`config.mk`:
```
export PLATFORM = sky130hd
export DESIGN_NAME = baud_gen_frac_flat
export DESIGN_NICKNAME = d
export VERILOG_FILES = /design/src/rtl/baud_gen_frac_if.sv /design/src/rtl/baud_gen_frac.sv /design/src/flat_wrapper.sv
export SDC_FILE = /design/constraint.sdc
export NUM_CORES = 1
export LEC_CHECK = 0
export BUFFER_PORTS_ARGS = -buffer_cell sky130_fd_sc_hd__buf_2
export CORE_MARGIN = 2
export CORE_UTILIZATION = 30
export CTS_CLUSTER_DIAMETER = 40
export DETAILED_ROUTE_END_ITERATION = 12
export SYNTH_ARGS = -nofsm -noshare
export SYNTH_HDL_FRONTEND = slang
export SYNTH_SLANG_ARGS = --single-unit
```
`constraint.sdc`:
```
create_clock -name clk_i -period 7.05 [get_ports clk_i]
set_clock_uncertainty 0.1 [all_clocks]
set_input_delay 1.0575 -clock clk_i [delete_from_list [all_inputs] [get_ports clk_i]]
set_output_delay 1.0575 -clock clk_i [all_outputs]
set_load 0.02 [all_outputs]
```
`src/rtl/baud_gen_frac_if.sv`:
```
// Purpose: bundles the control, divisor-staging and tick signals of the
// fractional baud generator so the generator and its users share one port.
// Signals:
//   en_i          generator enable
//   rx_busy_i     RX engine mid-frame
//   tx_busy_i     TX engine mid-frame
//   sync_i        restart the tick phase (RX start-bit alignment)
//   div_we_i      write the staged divisor
//   div_int_i     integer cycles per oversample tick
//   div_frac_i    fractional cycles per oversample tick
//   div_pending_o staged divisor not yet applied
//   os_tick_o     one-cycle oversample pulse
//   bit_tick_o    one-cycle pulse on every OverSampleRate-th oversample tick
// The _i/_o suffixes name directions as seen from the generator (slave side).
interface baud_gen_frac_if #(
  parameter int unsigned IntWidth  = 16,
  parameter int unsigned FracWidth = 4
);
  logic                 en_i;
  logic                 rx_busy_i;
  logic                 tx_busy_i;
  logic                 sync_i;
  logic                 div_we_i;
  logic [IntWidth-1:0]  div_int_i;
  logic [FracWidth-1:0] div_frac_i;
  logic                 div_pending_o;
  logic                 os_tick_o;
  logic                 bit_tick_o;

  // Generator side
  modport slave (
    input  en_i, rx_busy_i, tx_busy_i, sync_i, div_we_i, div_int_i, div_frac_i,
    output div_pending_o, os_tick_o, bit_tick_o
  );

  // Controller / UART-engine side
  modport master (
    output en_i, rx_busy_i, tx_busy_i, sync_i, div_we_i, div_int_i, div_frac_i,
    input  div_pending_o, os_tick_o, bit_tick_o
  );
endinterface

```
`src/rtl/baud_gen_frac.sv`:
```
// Purpose: runtime-programmable fractional baud-tick generator for the UART.
// An integer.fraction divisor sets the oversample tick period; the fraction
// is spread out by a phase accumulator whose carry stretches single intervals
// by one cycle, so the long-run period is exact with no cumulative drift.
// Divisor writes are staged and only applied while both UART engines are idle.
// Ports:
//   clk_i   system clock
//   rst_ni  asynchronous active-low reset
//   bus     baud_gen_frac_if.slave (enable, busy flags, sync, divisor
//           staging, pending flag, os/bit ticks)
module baud_gen_frac #(
  parameter int unsigned ClockFrequency = 50_000_000,
  parameter int unsigned OverSampleRate = 16,
  parameter int unsigned DefaultBaud    = 115200,
  parameter int unsigned IntWidth       = 16,
  parameter int unsigned FracWidth      = 4
) (
  input  logic              clk_i,
  input  logic              rst_ni,
  baud_gen_frac_if.slave    bus
);

  localparam int unsigned OsW  = (OverSampleRate > 1) ? $clog2(OverSampleRate) : 1;
  localparam int unsigned CntW = IntWidth + 1;
  // Divisor in units of 1/2^FracWidth cycle, computed at elaboration time
  localparam longint unsigned DivDefault =
    (longint'(ClockFrequency) << FracWidth) /
    (longint'(DefaultBaud) * longint'(OverSampleRate));
  localparam logic [IntWidth-1:0]  IntDefault  = IntWidth'(DivDefault >> FracWidth);
  localparam logic [FracWidth-1:0] FracDefault = FracWidth'(DivDefault);
  localparam logic [OsW-1:0]       OsLast      = OsW'(OverSampleRate - 1);

  logic [IntWidth-1:0]  int_q, int_d;
  logic [FracWidth-1:0] frac_q, frac_d;
  logic [IntWidth-1:0]  pend_int_q, pend_int_d;
  logic [FracWidth-1:0] pend_frac_q, pend_frac_d;
  logic                 pend_q, pend_d;
  logic [CntW-1:0]      cnt_q, cnt_d;
  logic [FracWidth-1:0] acc_q, acc_d;
  logic                 ext_q, ext_d;
  logic [OsW-1:0]       os_cnt_q, os_cnt_d;

  logic [IntWidth-1:0]  int_eff_s;
  logic [CntW-1:0]      last_s;
  logic                 apply_s;
  logic                 os_tick_s;
  logic                 bit_tick_s;
  logic                 carry_s;
  logic [FracWidth-1:0] acc_sum_s;

  // Tick decode from registered state (zero-latency, combinational)
  always_comb begin
    // Divisors below 2 are clamped so a tick can never fire every cycle
    if (int_q < IntWidth'(2)) begin
      int_eff_s = IntWidth'(2);
    end else begin
      int_eff_s = int_q;
    end
    // Last count of the current interval: int_eff + ext - 1
    last_s = {1'b0, int_eff_s} + CntW'(ext_q) - CntW'(1);
    apply_s = pend_q & ~(bus.rx_busy_i | bus.tx_busy_i);
    os_tick_s = bus.en_i & ~bus.sync_i & ~apply_s & (cnt_q == last_s);
    bit_tick_s = os_tick_s & (os_cnt_q == OsLast);
    {carry_s, acc_sum_s} = {1'b0, acc_q} + {1'b0, frac_q};
  end

  // Next-state: divisor staging/apply and the tick counters
  always_comb begin
    int_d       = int_q;
    frac_d      = frac_q;
    pend_int_d  = pend_int_q;
    pend_frac_d = pend_frac_q;
    pend_d      = pend_q;
    cnt_d       = cnt_q;
    acc_d       = acc_q;
    ext_d       = ext_q;
    os_cnt_d    = os_cnt_q;

    // A write always lands in the staging registers; a write in the same
    // cycle as an apply keeps the new value pending for the next idle cycle.
    if (bus.div_we_i) begin
      pend_int_d  = bus.div_int_i;
      pend_frac_d = bus.div_frac_i;
      pend_d      = 1'b1;
    end else if (apply_s) begin
      pend_d = 1'b0;
    end else begin
      pend_d = pend_q;
    end

    // Apply wins over sync; both restart the phase from zero
    if (apply_s) begin
      int_d    = pend_int_q;
      frac_d   = pend_frac_q;
      cnt_d    = '0;
      acc_d    = '0;
      ext_d    = 1'b0;
      os_cnt_d = '0;
    end else if (!bus.en_i || bus.sync_i) begin
      cnt_d    = '0;
      acc_d    = '0;
      ext_d    = 1'b0;
      os_cnt_d = '0;
    end else if (os_tick_s) begin
      cnt_d    = '0;
      acc_d    = acc_sum_s;
      ext_d    = carry_s;
      os_cnt_d = (os_cnt_q == OsLast) ? '0 : os_cnt_q + OsW'(1);
    end else begin
      cnt_d = cnt_q + CntW'(1);
    end
  end

  // State registers with asynchronous reset to the default divisor
  always_ff @(posedge clk_i or negedge rst_ni) begin
    if (!rst_ni) begin
      int_q       <= IntDefault;
      frac_q      <= FracDefault;
      pend_int_q  <= '0;
      pend_frac_q <= '0;
      pend_q      <= 1'b0;
      cnt_q       <= '0;
      acc_q       <= '0;
      ext_q       <= 1'b0;
      os_cnt_q    <= '0;
    end else begin
      int_q       <= int_d;
      frac_q      <= frac_d;
      pend_int_q  <= pend_int_d;
      pend_frac_q <= pend_frac_d;
      pend_q      <= pend_d;
      cnt_q       <= cnt_d;
      acc_q       <= acc_d;
      ext_q       <= ext_d;
      os_cnt_q    <= os_cnt_d;
    end
  end

  assign bus.div_pending_o = pend_q;
  assign bus.os_tick_o     = os_tick_s;
  assign bus.bit_tick_o    = bit_tick_s;

endmodule

```
`src/flat_wrapper.sv`:
```
// flat-port wrapper written by rule: the top's interface ports become plain ports
module baud_gen_frac_flat 
#(
  parameter int unsigned ClockFrequency = 50_000_000,
  parameter int unsigned OverSampleRate = 16,
  parameter int unsigned DefaultBaud    = 115200,
  parameter int unsigned IntWidth       = 16,
  parameter int unsigned FracWidth      = 4
)
  (clk_i, rst_ni, bus_en_i, bus_rx_busy_i, bus_tx_busy_i, bus_sync_i, bus_div_we_i, bus_div_int_i, bus_div_frac_i, bus_div_pending_o, bus_os_tick_o, bus_bit_tick_o);
  baud_gen_frac_if #(.IntWidth(IntWidth), .FracWidth(FracWidth)) bus_i ();
  input  logic clk_i;
  input  logic rst_ni;
  input wire logic [$bits(bus_i.en_i)-1:0] bus_en_i;
  input wire logic [$bits(bus_i.rx_busy_i)-1:0] bus_rx_busy_i;
  input wire logic [$bits(bus_i.tx_busy_i)-1:0] bus_tx_busy_i;
  input wire logic [$bits(bus_i.sync_i)-1:0] bus_sync_i;
  input wire logic [$bits(bus_i.div_we_i)-1:0] bus_div_we_i;
  input wire logic [$bits(bus_i.div_int_i)-1:0] bus_div_int_i;
  input wire logic [$bits(bus_i.div_frac_i)-1:0] bus_div_frac_i;
  output wire logic [$bits(bus_i.div_pending_o)-1:0] bus_div_pending_o;
  output wire logic [$bits(bus_i.os_tick_o)-1:0] bus_os_tick_o;
  output wire logic [$bits(bus_i.bit_tick_o)-1:0] bus_bit_tick_o;
  assign bus_i.en_i = bus_en_i;
  assign bus_i.rx_busy_i = bus_rx_busy_i;
  assign bus_i.tx_busy_i = bus_tx_busy_i;
  assign bus_i.sync_i = bus_sync_i;
  assign bus_i.div_we_i = bus_div_we_i;
  assign bus_i.div_int_i = bus_div_int_i;
  assign bus_i.div_frac_i = bus_div_frac_i;
  assign bus_div_pending_o = bus_i.div_pending_o;
  assign bus_os_tick_o = bus_i.os_tick_o;
  assign bus_bit_tick_o = bus_i.bit_tick_o;
  baud_gen_frac #(.ClockFrequency(ClockFrequency), .OverSampleRate(OverSampleRate), .DefaultBaud(DefaultBaud), .IntWidth(IntWidth), .FracWidth(FracWidth)) u_core (.clk_i(clk_i), .rst_ni(rst_ni), .bus(bus_i));
endmodule
```
-- After elaboration in Yosys (flattened, before gate mapping)
Index checks and enable logic that the tools add are counted.
- muxes and demuxes: 16
- bitwise logic cells: 9
- equality and inequality tests: 2
- add/sub/neg operators: 5
- $lt $le $gt $ge: 1
- reductions and logical operators: 4
- operators by type and width (kind ; number):
    two-way mux 17 bit ; 3
    two-way mux 4 bit ; 7
    adder 16 x 1 -> 17 bit ; 1
    adder 17 x 1 -> 17 bit, second input constant ; 1
    == test 17 bit ; 1
    subtractor 17 x 1 -> 17 bit, second input constant ; 1
    less-than comparator 16 x 2 -> 1 bit, second input constant ; 1
    two-way mux 16 bit ; 1
    adder 4 x 4 -> 5 bit ; 1
    bitwise AND 1 bit ; 5
    two-way mux 1 bit ; 5
    adder 4 x 1 -> 4 bit, second input constant ; 1
    == test 4 bit, second input constant ; 1
    inverter 1 bit ; 3
    nonzero test 3 bit ; 1
    nonzero test 2 bit ; 1
    zero test 1 bit ; 1
    logical OR 1 bit ; 1
    bitwise OR 1 bit ; 1
- output and inout port bits: 3
- word-level logic and storage cells: 46
- register bits after elaboration: 67
- input bits: 27

-- Longest topological paths before layout
Gate-level depths: netlist of run 1.
- depth in word-level cells: 9
- mapped depth: 15
- gate-level depth less buffers: 12

-- Least setup slack after synthesis of run 1
OpenSTA, ideal clock, no wires.
- path kind: reg-to-output
- start: register u_core.int_q[5]
- end: output bus_bit_tick_o
- stages on the path, launching flop included: 12
- path buffers: 0
- data required time: 5.892 ns
- slack: 2.283 ns
- arrival: 3.610 ns
- cells stage by stage: dfrtp_1 or4_4 o31ai_1 ha_1 ha_1 nor3b_1 nand3_1 mux2_2 o221ai_2 nand2_1 or4b_4 nor3_2
- cells in the longest elaborated chain, start to end: 7
- ends and longest elaborated chain (element ; line ; source):
    start, declared ; baud_gen_frac.sv:33 ; logic [IntWidth-1:0] int_q, int_d;
    start signal, assigned ; baud_gen_frac.sv:117 ; int_q <= IntDefault;
    start signal, assigned ; baud_gen_frac.sv:127 ; int_q <= int_d;
    less-than comparator 16 x 2 -> 1 bit ; baud_gen_frac.sv:54 ; if (int_q < IntWidth'(2)) begin
    two-way mux 16 bit * ; baud_gen_frac.sv:54 ;
    adder 16 x 1 -> 17 bit * ; baud_gen_frac.sv:60 ; last_s = {1'b0, int_eff_s} + CntW'(ext_q) - CntW'(1);
    subtractor 17 x 1 -> 17 bit * ; baud_gen_frac.sv:60 ;
    == test 17 bit * ; baud_gen_frac.sv:62 ; os_tick_s = bus.en_i & ~bus.sync_i & ~apply_s & (cnt_q == last_s);
    bitwise AND 1 bit * ; baud_gen_frac.sv:62 ;
    bitwise AND 1 bit * ; baud_gen_frac.sv:63 ; bit_tick_s = os_tick_s & (os_cnt_q == OsLast);
    end, declared ; flat_wrapper.sv:23 ; output wire logic [$bits(bus_i.bit_tick_o)-1:0] bus_bit_tick_o;
Mark *: on every way between the ends. The rest lies on a longest branch, timed or not.

-- Worst setup path in the final report of run 1
- start: register u_core.int_q[10]
- end: output bus_bit_tick_o
Same word-level chain as after synthesis.

==> impl_results.md, run 1 <==
- CP Launch Type: flip-flop
- GRT Total Usage: 12.73%
- Post-synth EDFFs: 0
- Crit end category: primary output
- Die footprint: 13390 um^2
- Highest-delay cell along the critical path: or4b_4
- Post-Synthesis Cells: 337
- Crit path arrival time: 4.47 ns
- CP cell instances: nor3_1 -> nand4_1 -> o31ai_1 -> ha_1 -> ha_1 -> nor3b_1 -> nand3_1 -> mux2_2 -> o221ai_2 -> nand2_1 -> or4b_4 -> nor3_2 -> buf_2
- GRT Residual Overflow: 0
- Via count: 2666
- Starting Density: 30.92%
- Initial DRC count: 145
- Port-buffer cells: 29
- Synthesized area: 3745 um^2
- Routed WL: 7767 um
- Synthesized area per cell: 11.11 um^2
- RSZ-0062 raised after global routing: false
- Total Nets Final: 400
- Total CTS buffers: 9
- Worst Max-Slew Pin Slew: 0.9164 ns
- Clk slew on worst S/H paths: 0.06 ns
- Worst endpoint required time: 5.89 ns
- Root buffer cell: clkbuf_16
- Placed cell area: 4050 um^2
- Pre-CTS WS: 1.803 ns
- Final worst slack: 1.420 ns
- HPWL after DPL: 5554 um
- FF-to-FF setup slack: 2.43 ns
- Pwr per Cell Area: 255.3 nW/um^2
- Worst min path class: flip-flop to flip-flop
- Yosys warns: 0
- Most Frequent Cell on Critical Path: ha_1
- Max stage delay on crit path: 0.52 ns
- Initial antenna violation count: 0
- Site row count: 40
- DRC Markers: 0
- Top post-synthesis cells by area: dfrtp_1 (41%), mux2_2 (12%), xor2_1 (4.2%), dfstp_2 (3.5%), nor3_2 (2.9%)
- Die height: 115.7 um
- Maxcap violations: 0
- Vias in the first global route: 2626
- Worst setup path class: flip-flop to primary output
- Worst VDD drop: 0.0001292 V
- N_diodes: 0
- Largest net degree at the start of global routing: 68
- Clock Latency Late Sink: 0.34 ns
- Worst r2r src: u_core.int_q[10]
- Synth cell types: 61
- CP top delay family: simple AND/OR/NAND/NOR gates
- Share of layout cells above drive strength 1: 31.98%
- Max_slew headroom: 38.91%
- Post-CTS Setup Inserts: 0
- Deepest level of the CTS H-tree: 3
- Share of the synthesized area in the top cell type: 41.43%
- Top Ports: 30
- WP buf/inv: 1
- Area Growth Syn to Fin: 16.27%
- Async set-or-reset flop fraction in the synthesized netlist: 100.0%
- Clock buffer depth: 2
- Setup TNS: 0 ns
- RD Place Congestion: 0.8949
- Core Box Area: 12110 um^2
- FF-to-FF End: u_core.acc_q[2]
- Slew Viols, Final: 0
- Hold Path Sink: u_core.int_q[14]
- Post-route ant nets: 0
- Post-Layout Inst Area: 4354 um^2
- WL/cell: 14.46 um
- Crit share post-route: 79.85%
- TritonCTS Sinks: 67
- Register bit total from synthesis: 67
- First-pass GRT wire length: 13270 um
- Post-cts resize count: 0
- Die W: 115.7 um
- Crit path time final: 5.630 ns
- Layout Utilization: 35.95%
- Top FF cell, synth: dfrtp_1
- Avg Vias per Cell: 4.965
- Status: complete, no violations
- Final Hold Vio Count: 0
- Area leader, netlist: dfrtp_1
- Hold Buf Count CTS: 0
- Hold Path Cell Cnt: 1
- 1st-pass router iterations: 4
- Static Leak: 1.826 nW
- CTS tree: done
- Min-delay src: u_core.pend_int_q[14]
- Fmax: 177.6 MHz
- Final Setup Violations: 0
- Worst hold slack: 0.4043 ns
- Max FO, Critical Path: 9
- Sequential share of the synthesized area: 44.94%
- Syn Nets: 373
- Reg2Reg Depth: 12
-- state kept, by name (all words and copies together), names as in the netlist, 4 cells and up --
signal	flops
u_core.os_cnt_q	4
u_core.pend_int_q	16
u_core.acc_q	4
u_core.cnt_q	17
u_core.frac_q	4
u_core.int_q	16
u_core.pend_frac_q	4
-- cell usage in the layout, fill, tap and decap left out, drive strengths merged, types with 5 or more instances in the layout --
| master | n |
|---|---|
| dfrtp | 62 |
| mux2 | 41 |
| buf | 32 |
| nor3 | 24 |
| nand2 | 23 |
| xor2 | 18 |
| nor2 | 14 |
| xnor2 | 11 |
| nand3 | 11 |
| clkbuf | 10 |
| ha | 8 |
| o21ai | 7 |
| and3 | 7 |
| nand2b | 6 |
| mux2i | 6 |
| nand4 | 6 |
| nor4 | 6 |
| dfstp | 5 |
| nor3b | 5 |
-- Yosys cell counts (3+ instances only) --
master    instances
nand2b_1          6
a21o_1            4
nand3_1          11
nor3_1           13
mux2i_1           6
nand2_1          23
clkbuf_1         12
nor2_1           14
nand4_1           5
mux2_2           41
xor2_1           18
inv_1             4
nor3_2           11
dfrtp_1          62
nor3b_1           5
ha_1              8
a21oi_1           3
dfstp_2           5
xnor2_1          11
a31oi_1           3
and3_1            7
nor4_1            5
or3_1             3
o21ai_0           7
-- final cells by class --
type,instances,area (um^2)
clock buffers,10,239.0
flip-flops and latches,67,1683
inverters,4,15.01
fillers,1221,7757
multi-input cells,250,1974
clock inverters,6,65.06
well taps,168,210.2
repair buffers,32,167.7
-- worst max-delay path by stage --
stage          slack, ns        startpoint              to  depth (start not counted)
6_report            1.42  u_core.int_q[10]  bus_bit_tick_o                         13
5_1_grt             1.05  u_core.int_q[10]  bus_bit_tick_o                         13
4_1_cts             1.42  u_core.int_q[10]  bus_bit_tick_o                         13
3_5_place_dp        1.80  u_core.int_q[10]  bus_bit_tick_o                         13
3_3_place_gp        1.91  u_core.int_q[10]  bus_bit_tick_o                         13
2_1_floorplan       2.28   u_core.int_q[5]  bus_bit_tick_o                         11
-- cell families after synthesis --
family | count (synthesis) | synth area share [%]
buffers and inverters | 20 | 2.472
DFF | 67 | 44.94
AOI/OAI and AO/OA | 41 | 8.654
and+or+nand+nor | 124 | 20.01
adders and majority gates | 9 | 3.208
xor gates and xnor gates | 29 | 6.782
muxes | 47 | 13.93
-- worst reg2reg max path, delay by kind of cell, from the launching register on --
kind | cells | cell delay [ns]
mux | 1 | 0.35
flops | 1 | 0.45
fa+ha+maj | 2 | 0.52
compound gates | 4 | 1.01
simple gates | 5 | 2.01
-- where the power goes --
part	leakage, nW	total (mW)	switching, mW	internal [mW]
sequential	0.836	0.483	0.0538	0.429
combinational	0.853	0.180	0.0893	0.0910
clock	0.137	0.448	0.166	0.282
total	1.83	1.11	0.309	0.803
-- layer usage --
metal | routed length [um] | share of wire, % | GRT usage, % | up-vias
met2 | 3405 | 44 | 17.82 | 58
li1 | - | - | - | 1287
met5 | 0 | 0 | 0 | -
met4 | 187 | 2.4 | 6.270 | 0
met1 | 3886 | 50 | 18.45 | 1309
met3 | 288 | 3.7 | 2.877 | 12
-- per-stage QoR --
stage / total power [mW] / instances
finish: 1.112 / 537
detailed placement: 0.6708 / 521
global route: 1.171 / 537
CTS: 1.123 / 537
global placement: 0.6656 / 521
floorplan: 0.6155 / 337
No activity file was read; power rests on OpenSTA's default activity.
==> inputs of run 2 (changes only) <==
==> constraint.sdc (replaced) <==
create_clock -name clk_i -period 5.6 [get_ports clk_i]
set_clock_uncertainty 0.1 [all_clocks]
set_input_delay 0.84 -clock clk_i [delete_from_list [all_inputs] [get_ports clk_i]]
set_output_delay 0.84 -clock clk_i [all_outputs]
set_load 0.02 [all_outputs]
==> run 2 against run 1 <==
  * Non-clock buffer count stayed put
  * Routed wire length is 0.27% higher
  * Worst setup slack worse by 1.1 ns
  * Critical path depth is 1 lower
  * Largest cell class unchanged
==> impl_results.md, run 2 (same netlist as run 1, synthesis figures left out) <==
- Core Box Area: 12110 um^2
- Avg Vias per Cell: 5.076
- Placed cell area: 4050 um^2
- WL/cell: 14.50 um
- Largest register FFs: 17
- Site row count: 40
- Deepest level of the CTS H-tree: 3
- Met1 global-route usage: 17.93%
- CTS tree: done
- Pwr per Cell Area: 346.0 nW/um^2
- Most common cell after layout, fill and taps aside: dfrtp_1
- Worst hold slack: 0.4026 ns
- DRC Markers: 0
- Final worst slack: 0.3269 ns
- Fin cells: 537
- Vias in the first global route: 2699
- Area Growth Syn to Fin: 18.04%
- Clock Power Share: 45.3%
- Max_slew headroom: 39.32%
- Total CTS buffers: 9
- Fmax: 189.6 MHz
- CP Launch Type: flip-flop
- Worst Max-Slew Pin Slew: 0.9102 ns
- Cells after DPL: 521
- Sw Share: 25.85%
- Post-route ant nets: 0
- Clk slew on worst S/H paths: 0.05 ns
- Crit end category: primary output
- Status: complete, no violations
- HPWL after DPL: 5522 um
- Die footprint: 13390 um^2
- Die height: 115.7 um
- N_diodes: 0
- Filler cell count: 1231
- Most frequent cells in the layout: dfrtp_1 (62), mux2_2 (41), buf_2 (29)
- 1st-pass router iterations: 4
- Max FO, Critical Path: 8
- Final Setup Violations: 0
- Crit path arrival time: 4.33 ns
- GRT Residual Overflow: 0
- Via count: 2726
- Total Nets Final: 400
- Initial DRC count: 128
- Combinational power share: 14.8%
- Worst setup path class: flip-flop to primary output
- Root buffer cell: clkbuf_16
- Static Leak: 1.862 nW
- Post-Layout Inst Area: 4420 um^2
- First-pass GRT wire length: 13460 um
- Die W: 115.7 um
- NetSw: 0.3955 mW
- Final Hold Vio Count: 0
- Total power: 1.530 mW
- Maxcap violations: 0
- Sequential power share: 39.9%
- Worst VDD drop: 0.0001665 V
- RD Place Congestion: 0.8940
- Post-CTS Setup Inserts: 0
- Crit path time final: 5.273 ns
- Share of layout cells above drive strength 1: 32.25%
- Crit share post-route: 94.16%
- TritonCTS Sinks: 67
- Routed WL: 7788 um
- Top Ports: 30
- Slew Viols, Final: 0
- Clock buffer depth: 2
- Clock Latency Late Sink: 0.33 ns
- Setup TNS: 0 ns
- Pre-CTS WS: 0.5832 ns
- Worst endpoint required time: 4.66 ns
- Met2 Use GR: 18.99%
- Initial antenna violation count: 0
- Port-buffer cells: 29
- Biggest register: u_core.cnt_q
- Largest registers: u_core.cnt_q: 17 flops, u_core.int_q: 16 flops, u_core.pend_int_q: 16 flops
- P_int: 1.134 mW
- Starting Density: 30.92%
- Largest net degree at the start of global routing: 68
- RSZ-0062 raised after global routing: false
- Hold Buf Count CTS: 0
- GR peak layer: met2
- Layout Utilization: 36.50%
- Worst min path class: flip-flop to flip-flop
- GRT Total Usage: 12.91%
- Met3 Track Usage GR: 3.661%
## run 2: path summary, 6_finish.rpt
kind	to	depth (start not counted)	from	slack, ns
worst max-delay path	bus_bit_tick_o	12	u_core.int_q[5]	0.33
min in group asynchronous	u_core.cnt_q[13]	2	rst_ni	0.57
worst min-delay path	u_core.int_q[4]	1	u_core.pend_int_q[4]	0.40
worst max register to register	u_core.acc_q[2]	11	u_core.int_q[5]	1.12
worst min register to register	u_core.int_q[4]	1	u_core.pend_int_q[4]	0.40
max in group asynchronous	u_core.pend_int_q[11]	2	rst_ni	4.22
## run 2: layout make-up
cell class              instances  area [um^2]  area share, %
clock inverters                 7        140.1          3.170
multi-input cells             250         1979          44.78
inverters                       4        15.01         0.3397
repair buffers                 32        167.7          3.793
clock buffers                   9        225.2          5.095
well taps                     168        210.2          4.755
flip-flops and latches         67         1683          38.07
## run 2: power by group through the flow
stage | Clock (mW) | Sequential (mW) | Combinational [mW]
final | 0.693 | 0.610 | 0.227
after global placement | 0 | 0.614 | 0.224
after CTS | 0.706 | 0.609 | 0.229
after floorplan | 0 | 0.580 | 0.195
after detailed placement | 0 | 0.617 | 0.227
after global routing | 0.727 | 0.621 | 0.257
## run 2: what timing repair did
action,4_1_cts,5_1_grt
gates resized for setup,0,1
endpoints found under the hold margin,0,0
endpoints found under the setup margin,0,2
## run 2: routing by layer
| layer | wire length (um) | up-vias |
|---|---|---|
| li1 | - | 1285 |
| met1 | 3750 | 1360 |
| met2 | 3399 | 67 |
| met3 | 424 | 14 |
| met4 | 214 | 0 |
| met5 | 0 | - |
## run 2: critical path, cell delays in order, from the launching register on
cell	delay, ns
dfrtp_1	0.44
or4_4	0.60
o31ai_1	0.26
ha_1	0.22
ha_1	0.30
nor3b_1	0.36
nand3_1	0.20
mux2_2	0.35
o221ai_2	0.28
nand2_1	0.12
or4b_4	0.53
nor3_2	0.16
buf_2	0.19
